--- src/rtl/vga_sync_gen.sv ---
// VGA raster timing generator: pixel-rate enable, horizontal/vertical counters,
// registered active-low syncs, active-region flag and end-of-frame strobe.
module vga_sync_gen #(
  parameter int CLK_DIV = 4,
  parameter int HD      = 640,
  parameter int HF      = 16,
  parameter int HB      = 48,
  parameter int HR      = 96,
  parameter int VD      = 480,
  parameter int VF      = 10,
  parameter int VB      = 33,
  parameter int VR      = 2
) (
  input  logic       clk,
  input  logic       rst_n,
  output logic       hsync,
  output logic       vsync,
  output logic       video_on,
  output logic       p_tick,
  output logic [9:0] pixel_x,
  output logic [9:0] pixel_y,
  output logic       end_of_frame
);

  localparam logic [9:0] H_MAX    = 10'(HD + HF + HB + HR - 1);
  localparam logic [9:0] V_MAX    = 10'(VD + VF + VB + VR - 1);
  localparam logic [9:0] H_ACTIVE = 10'(HD);
  localparam logic [9:0] V_ACTIVE = 10'(VD);
  localparam logic [9:0] HS_START = 10'(HD + HF);
  localparam logic [9:0] HS_END   = 10'(HD + HF + HR - 1);
  localparam logic [9:0] VS_START = 10'(VD + VF);
  localparam logic [9:0] VS_END   = 10'(VD + VF + VR - 1);

  logic [9:0] h_cnt, v_cnt;
  logic [9:0] h_nxt, v_nxt;

  // A divide-by-one needs no counter: every clock is a pixel clock.
  generate
    if (CLK_DIV == 1) begin : g_no_div
      assign p_tick = 1'b1;
    end else begin : g_div
      localparam int DW = $clog2(CLK_DIV);
      localparam logic [DW-1:0] DIV_LAST = DW'(CLK_DIV - 1);
      logic [DW-1:0] div_cnt;

      // NOTE: sequential state is written with non-blocking assignments so every
      // register samples pre-edge values, independent of statement order.
      always_ff @(posedge clk or negedge rst_n) begin
        if (!rst_n)                 div_cnt <= '0;
        else if (div_cnt == DIV_LAST) div_cnt <= '0;
        else                        div_cnt <= div_cnt + DW'(1);
      end

      assign p_tick = (div_cnt == DIV_LAST);
    end
  endgenerate

  always_comb begin
    // NOTE: every variable gets a default before any branch, so no path leaves
    // it unassigned and no latch is inferred.
    h_nxt = h_cnt;
    v_nxt = v_cnt;
    if (p_tick) begin
      if (h_cnt == H_MAX) begin
        h_nxt = '0;
        v_nxt = (v_cnt == V_MAX) ? '0 : v_cnt + 10'd1;
      end else begin
        h_nxt = h_cnt + 10'd1;
      end
    end
  end

  // Syncs decode the next-state counters so they switch on the same edge as
  // pixel_x/pixel_y and come straight from flops (glitch-free).
  always_ff @(posedge clk or negedge rst_n) begin
    if (!rst_n) begin
      h_cnt <= '0;
      v_cnt <= '0;
      hsync <= 1'b1;
      vsync <= 1'b1;
    end else begin
      h_cnt <= h_nxt;
      v_cnt <= v_nxt;
      hsync <= !((h_nxt >= HS_START) && (h_nxt <= HS_END));
      vsync <= !((v_nxt >= VS_START) && (v_nxt <= VS_END));
    end
  end

  assign video_on     = (h_cnt < H_ACTIVE) && (v_cnt < V_ACTIVE);
  assign end_of_frame = p_tick && (h_cnt == H_MAX) && (v_cnt == V_MAX);
  assign pixel_x      = h_cnt;
  assign pixel_y      = v_cnt;

endmodule

--- config.mk ---
export PLATFORM = sky130hd
export DESIGN_NAME = vga_sync_gen
export DESIGN_NICKNAME = d
export VERILOG_FILES = /design/src/rtl/vga_sync_gen.sv
export SDC_FILE = /design/constraint.sdc
export NUM_CORES = 1
export LEC_CHECK = 0
export BUFFER_PORTS_ARGS = -buffer_cell sky130_fd_sc_hd__buf_4
export CORE_ASPECT_RATIO = 1.4
export CORE_MARGIN = 1
export CORE_UTILIZATION = 55
export CTS_BUF_LIST = sky130_fd_sc_hd__clkbuf_16
export DETAILED_ROUTE_END_ITERATION = 8
export GPL_TIMING_DRIVEN = 1
export PLACE_DENSITY = 0.8
export SETUP_SLACK_MARGIN = 0.5
export SLEW_MARGIN = 20
export SYNTH_ARGS = -nofsm -noshare
export SYNTH_HDL_FRONTEND = slang
export SYNTH_SLANG_ARGS = --single-unit
export TNS_END_PERCENT = 100
--- constraint.sdc ---
create_clock -name clk -period 6.2 [get_ports clk]
set_input_delay 0.93 -clock clk [delete_from_list [all_inputs] [get_ports clk]]
set_output_delay 0.93 -clock clk [all_outputs]
set_load 0.05 [all_outputs]
==> results of run 1 <==
## power breakdown
| part | internal (uW) | total [uW] | switching [uW] | leakage (uW) |
|---|---|---|---|---|
| Combinational | 0.430 | 3.27 | 2.84 | 0.000321 |
| Sequential | 157 | 157 | 0 | 0.000314 |
| Clock | 86.1 | 137 | 51.4 | 0.0000385 |
## worst min path at each step
| stage | startpoint | end | slack, ps | cells after the start |
|---|---|---|---|---|
| floorplan | g_div.div_cnt[0] | g_div.div_cnt[0] | 400 | 1 |
| global placement | g_div.div_cnt[0] | g_div.div_cnt[0] | 410 | 1 |
| detailed placement | g_div.div_cnt[0] | g_div.div_cnt[0] | 430 | 1 |
| CTS | g_div.div_cnt[0] | g_div.div_cnt[0] | 440 | 1 |
| global route | g_div.div_cnt[0] | g_div.div_cnt[0] | 470 | 1 |
| finish | g_div.div_cnt[0] | g_div.div_cnt[0] | 440 | 1 |
## state kept, by name, summed over array words and instances (netlist names)
name / cells
pixel_x: 10
pixel_y: 10
g_div.div_cnt: 2
hsync: 1
vsync: 1
## routing by layer
| metal | vias to the layer above | wire length (um) | track usage |
|---|---|---|---|
| met5 | - | 0 | 0 |
| met4 | 0 | 23 | 0.0736 |
| met3 | 4 | 117 | 0.0274 |
| met2 | 37 | 1480 | 0.433 |
| met1 | 541 | 1220 | 0.312 |
| li1 | 533 | - | - |
## kinds of logic (layout without fill, tap and decap cells)
group,count (synthesis),in the layout,share of synthesized area
xor gates and xnor gates,8,8,0.0537
AOI/OAI and AO/OA,26,26,0.139
DFF,24,24,0.462
muxes,1,1,0.00767
buffers and inverters,13,37,0.0489
and+or+nand+nor,58,58,0.250
adders and majority gates,4,4,0.0384
## layout by cell type (no fill, tap or decap), types with 3 or more instances in the layout
cell	count
buf_4	26
nand4_1	7
clkbuf_16	3
xor2_1	3
nand2_1	16
nor3_1	4
o31ai_1	7
nand3_1	7
inv_1	7
nor2_1	5
xnor2_1	5
ha_1	4
dfrtp_1	22
o21ai_0	10
or3_1	4
## area by class of cell
cell class	count	area share
Inverter	7	0.0167
Clock buffer	3	0.0478
Timing Repair Buffer	26	0.124
Clock inverter	1	0.00239
Multi-Input combinational cell	97	0.407
Tap cell	22	0.0175
Sequential cell	24	0.384
## cell usage after synthesis (all sizes together) (2+ instances only)
master | instances | area, um2
dfrtp | 22 | 551
ha | 4 | 50.1
or4 | 2 | 18.8
xor2 | 3 | 26.3
o2bb2ai | 2 | 17.5
a211o | 2 | 18.8
nand3 | 7 | 35.0
nand4 | 7 | 43.8
clkbuf | 4 | 15.0
o21ai | 10 | 50.1
nand2b | 2 | 12.5
xnor2 | 5 | 43.8
o31ai | 7 | 52.6
inv | 7 | 26.3
nor2b | 2 | 12.5
nor2 | 5 | 18.8
or2 | 2 | 12.5
nor4 | 3 | 25.0
buf | 2 | 22.5
nand2 | 16 | 60.1
dfstp | 2 | 52.6
or3 | 5 | 36.3
nor3 | 4 | 20.0
## per-stage QoR
| stage | setup slack, ps | std cells |
|---|---|---|
| 2_1_floorplan | 2940 | 134 |
| 3_3_place_gp | 3250 | 176 |
| 3_5_place_dp | 3210 | 176 |
| 4_1_cts | 2930 | 180 |
| 5_1_grt | 2680 | 180 |
| 6_report | 2920 | 180 |
==> impl_metrics.py, run 1 <==
metrics = {
    "run_status": {
        "outcome": "complete, no violations",
    },
    "clock_network": {
        "cts_tree": "yes",
        "cts.repair.resized": 0,
        "hold_buffers": 0,
        "cts_made_buffers": 3,
        "ctsRootBufferMaster": "clkbuf_16",
        "cts-htree-levels": 1,
        "clkTransAtPathRegs_ps": 60,
        "clkSinkCount": 24,
        "insertion_delay_ps": 250,
        "max-clock-path-buffers": 2,
        "postCtsSetupRepairBufs": 0,
    },
    "drt": {
        "detail_route.iter0.violations": 42,
        "detailroute.via_count": 1115,
        "routed_wl_um": 2830,
        "routed_wire_per_std_cell_um": 15.7,
        "drc": 0,
        "vias_per_cell": 6.19,
        "ant_nets": 0,
        "pre_antenna_drt_iters": 4,
    },
    "logic_synthesis": {
        "synth_seq_area_share": 0.462,
        "post_synth_instance_area_um2": 1310,
        "synth.ff_latch_count": 24,
        "synth_ff_type": "dfrtp_1",
        "synth_enable_flop_cells": 0,
        "synth-warning-count": 0,
        "mappedNetlistNets": 140,
        "yosysUniqueCellTypes": 36,
        "postSynthAreaPerCell_um2": 9.74,
        "synthArstFlopShare": 1.00,
        "netlist_instances": 134,
    },
    "sta": {
        "worstMarginPinSlew_ps": 743,
        "achievable-frequency_mhz": 305,
        "fin_skew_ps": 3.12,
        "setup_viol_count_final": 0,
        "final_min_period_over_clock_period": 0.529,
        "final_period_minus_worst_setup_slack_ps": 3280,
        "timing_hold_violations_final": 0,
        "number_of_pins_with_negative_max_slew_slack_in_the_final_report": 0,
        "hold_ws_ps": 438,
        "unrepaired_setup_endpoints_after_global_routing": "no",
        "setup_tns_ps": 0,
        "max_slew_margin": 0.500,
    },
    "floorplan": {
        "io_pins": 27,
        "start_util": 0.593,
        "fp-row-count": 20,
        "design.die.area_um2": 2570,
        "die_height_um": 59.6,
        "die_width_um": 43.2,
        "core_area_um2": 2200,
    },
    "finish": {
        "post_route_cells_drive_above_1_share": 0.247,
        "fillerInstances": 171,
        "antenna-diode-count": 0,
        "fin_area_um2": 1570,
        "post_layout_utilization_of_the_core": 0.713,
        "flow.area_growth_from_synthesis_pct": 20.2,
        "seq_area_um2": 603,
        "multiInputGateArea_um2": 638,
        "num-nets-final": 165,
    },
    "worst_setup_path": {
        "critical_path.startpoint": "pixel_x[7]",
        "crit_path_top_delay_cell": "nor4_2",
        "crit_chain": "or4b_4, nor4_2, and2_1, buf_4",
        "critPathMaxFanout": 10,
        "cp_top_family": "simple AND/OR/NAND/NOR gates",
        "worst-path-stages": 4,
        "rr_startpoint": "pixel_x[7]",
        "crit_end": "end_of_frame",
        "number_of_cells_traversed_by_the_worst_register_to_register_path": 5,
        "r2r_slack_ps": 3600,
        "path_buf_inv": 1,
        "setup.worst_path.end_class": "output pin",
        "worst_ep_required_time_ps": 5270,
        "timing.critical_path.arrival_ps": 2350,
        "timing.setup.critical_path_class": "reg -> out",
        "critical_path.reg2reg.endpoint": "vsync",
        "critPathMaxStageDelay_ps": 650,
        "crit_path_launch_type": "flop",
    },
    "power_and_ir_drop": {
        "vdd.ir_drop.worst_mv": 0.267,
        "static_power_due_to_leakage_uw": 0.000674,
        "totalPowerFinal_uw": 297,
        "powerDensity_nw_per_um2": 190,
    },
    "grt": {
        "track_usage": 0.245,
        "grt_start_max_net_pins": 25,
        "vias_in_the_first_global_route": 1057,
        "grt_first_pass_wirelength_um": 4790,
        "globalRouteOverflowTotal": 0,
        "grt_antenna_before_repair": 0,
    },
    "placed_design": {
        "place_area_um2": 1490,
        "detailedPlacementHpwl_um": 1980,
        "gp_congestion": 0.819,
        "numPortBuffers": 26,
    },
    "min_path": {
        "hold_path.class": "reg -> reg",
    },
    "flow_run": {
        "drv.max_cap_violation_count": 0,
    },
}
Note: power is estimated with default switching activity, not from simulation.
==> run 2, diff against run 1 <==
- CORE_UTILIZATION: 55 -> 53
- PLACE_DENSITY: 0.8 -> 0.78
- clock period: 6.2 -> 3.1 ns (I/O delays scaled with it)
==> run 2 against run 1 <==
  * Core utilization is 1.3 points higher
  * Global-route usage shrank 0.29 points
  * Total power up 99%
  * First-iteration DRC count fell by 4.8%
  * Sequential cell count unchanged
  * Sequential share of layout area is 1.2 points lower
  * Cell area is 4.1% higher
  * Non-clock buffer count up 7
  * Setup slack worse by 2400 ps
  * Via count up 4.9%
  * Critical path depth rose by 1
  * Critical endpoint is now vsync
  * Largest cell class unchanged
  * Highest routed layer unchanged
==> impl_metrics.py, run 2 (synthesis gave the netlist of run 1 again) <==
metrics = {
    "drt": {
        "pre_antenna_drt_iters": 6,
        "vias_per_cell": 6.26,
        "routed_wire_per_std_cell_um": 17.0,
        "detailroute.via_count": 1170,
        "routed_wl_um": 3170,
        "detail_route.iter0.violations": 40,
        "ant_nets": 0,
        "drc": 0,
    },
    "sta": {
        "worstMarginPinSlew_ps": 470,
        "number_of_pins_with_negative_max_slew_slack_in_the_final_report": 0,
        "fin_skew_ps": 6.20,
        "final_min_period_over_clock_period": 0.828,
        "timing_hold_violations_final": 0,
        "setup_tns_ps": 0,
        "final_period_minus_worst_setup_slack_ps": 2570,
        "unrepaired_setup_endpoints_after_global_routing": "no",
        "setup_viol_count_final": 0,
        "max_slew_margin": 0.683,
        "achievable-frequency_mhz": 390,
    },
    "power_and_ir_drop": {
        "powerDensity_nw_per_um2": 363,
        "pwr-share-seq": 0.528,
        "vdd.ir_drop.worst_mv": 0.510,
        "sw_frac_of_total": 0.181,
        "internal_power_of_the_cells_uw": 486,
        "static_power_due_to_leakage_uw": 0.000709,
        "combinationalPowerShare": 0.011,
        "netSwitchingPower_uw": 107,
        "p_clk_frac": 0.461,
    },
    "placed_design": {
        "detailedPlacementHpwl_um": 2200,
        "place_area_um2": 1510,
        "numPortBuffers": 26,
        "gp_congestion": 0.899,
    },
    "worst_setup_path": {
        "critPathMaxFanout": 8,
        "timing.critical_path.arrival_ps": 2730,
        "crit_path_launch_type": "flop",
        "worst_ep_required_time_ps": 3270,
        "number_of_cells_traversed_by_the_worst_register_to_register_path": 5,
        "setup.worst_path.end_class": "flop",
        "timing.setup.critical_path_class": "reg -> reg",
    },
    "finish": {
        "most-common-layout-cells": "33 x buf_4, 18 x dfrtp_1, 16 x nand2_1",
        "seq_area_um2": 608,
        "post_route_cells_drive_above_1_share": 0.315,
        "layout_commonest_cell": "buf_4",
        "fin_area_um2": 1630,
        "post_layout_utilization_of_the_core": 0.726,
        "fillerInstances": 158,
        "flow.area_growth_from_synthesis_pct": 25.2,
        "num-nets-final": 172,
        "multiInputGateArea_um2": 646,
        "antenna-diode-count": 0,
    },
    "clock_network": {
        "insertion_delay_ps": 250,
        "cts_made_buffers": 3,
        "cts_tree": "yes",
        "cts-htree-levels": 1,
        "max-clock-path-buffers": 2,
        "clkTransAtPathRegs_ps": 60,
        "ctsRootBufferMaster": "clkbuf_16",
        "clkSinkCount": 24,
    },
    "grt": {
        "grt_first_pass_wirelength_um": 4800,
        "grt_antenna_before_repair": 0,
        "track_usage": 0.242,
        "globalRouteOverflowTotal": 0,
        "grt_start_max_net_pins": 25,
        "vias_in_the_first_global_route": 1109,
    },
    "run_status": {
        "outcome": "complete, no violations",
    },
    "flow_run": {
        "drv.max_cap_violation_count": 0,
    },
    "min_path": {
        "hold_path.class": "in -> async",
    },
    "floorplan": {
        "fp-row-count": 20,
        "start_util": 0.579,
        "design.die.area_um2": 2670,
        "die_height_um": 60.7,
        "die_width_um": 43.9,
        "io_pins": 27,
        "core_area_um2": 2250,
    },
}
==> run 2: cell count changes in the layout (fill, tap and decap cells not counted), sizes merged <==
cell,delta
inv,+1
buf,+7
clkinv,-1
==> run 2: path summary, 6_finish.rpt <==
check / slack, ps / end / startpoint
setup / recovery: 530 / vsync / pixel_x[7]
hold / removal: 100 / pixel_x[8] / rst_n
setup reg to reg: 530 / vsync / pixel_x[7]
hold reg to reg: 430 / g_div.div_cnt[0] / g_div.div_cnt[0]
min in group clk: 430 / g_div.div_cnt[0] / g_div.div_cnt[0]
max in group asynchronous: 2710 / vsync / rst_n
==> run 2: timing repair <==
item,CTS,global route
resized for setup,1,0
setup endpoints to repair,1,1
pin swaps,0,2
hold buffers,0,0
setup buffers,0,5
==> run 2: cell type report <==
| cell class | count | area share |
|---|---|---|
| repair buffers | 33 | 0.152 |
| well taps | 22 | 0.0168 |
| clock buffers | 3 | 0.0459 |
| inverters | 7 | 0.0161 |
| clock inverters | 1 | 0.00230 |
| multi-input cells | 97 | 0.395 |
| flip-flops and latches | 24 | 0.372 |
==> run 2: power by group through the flow <==
stage	Sequential, uW	Combinational [uW]	Clock, uW
floorplan	319	0.000204	0
global placement	319	6.87	0
detailed placement	319	7.10	0
CTS	313	7.17	281
global route	313	7.92	286
finish	313	6.65	273
==> run 2: layer usage <==
| metal | up-vias | part of all wire | global-route usage |
|---|---|---|---|
| met4 | 0 | 0.021 | 0.0952 |
| met5 | - | 0 | 0 |
| met1 | 576 | 0.40 | 0.275 |
| met3 | 8 | 0.034 | 0.0268 |
| met2 | 39 | 0.54 | 0.458 |
| li1 | 547 | - | - |
==> run 2: per-stage QoR <==
step	setup WS [ps]	total power, uW	instances	hold slack (ps)
after floorplan	498	319	134	169
after global placement	627	326	178	373
after detailed placement	574	326	178	378
after CTS	555	602	182	109
after global routing	499	608	187	122
final	534	593	187	102
==> run 2: critical path, stage by stage, from the launching register on <==
cell and delay (ps):
dfrtp_2 420, or4b_4 590, or4_4 590, or4_1 540, a22oi_1 220, nand4bb_1 120
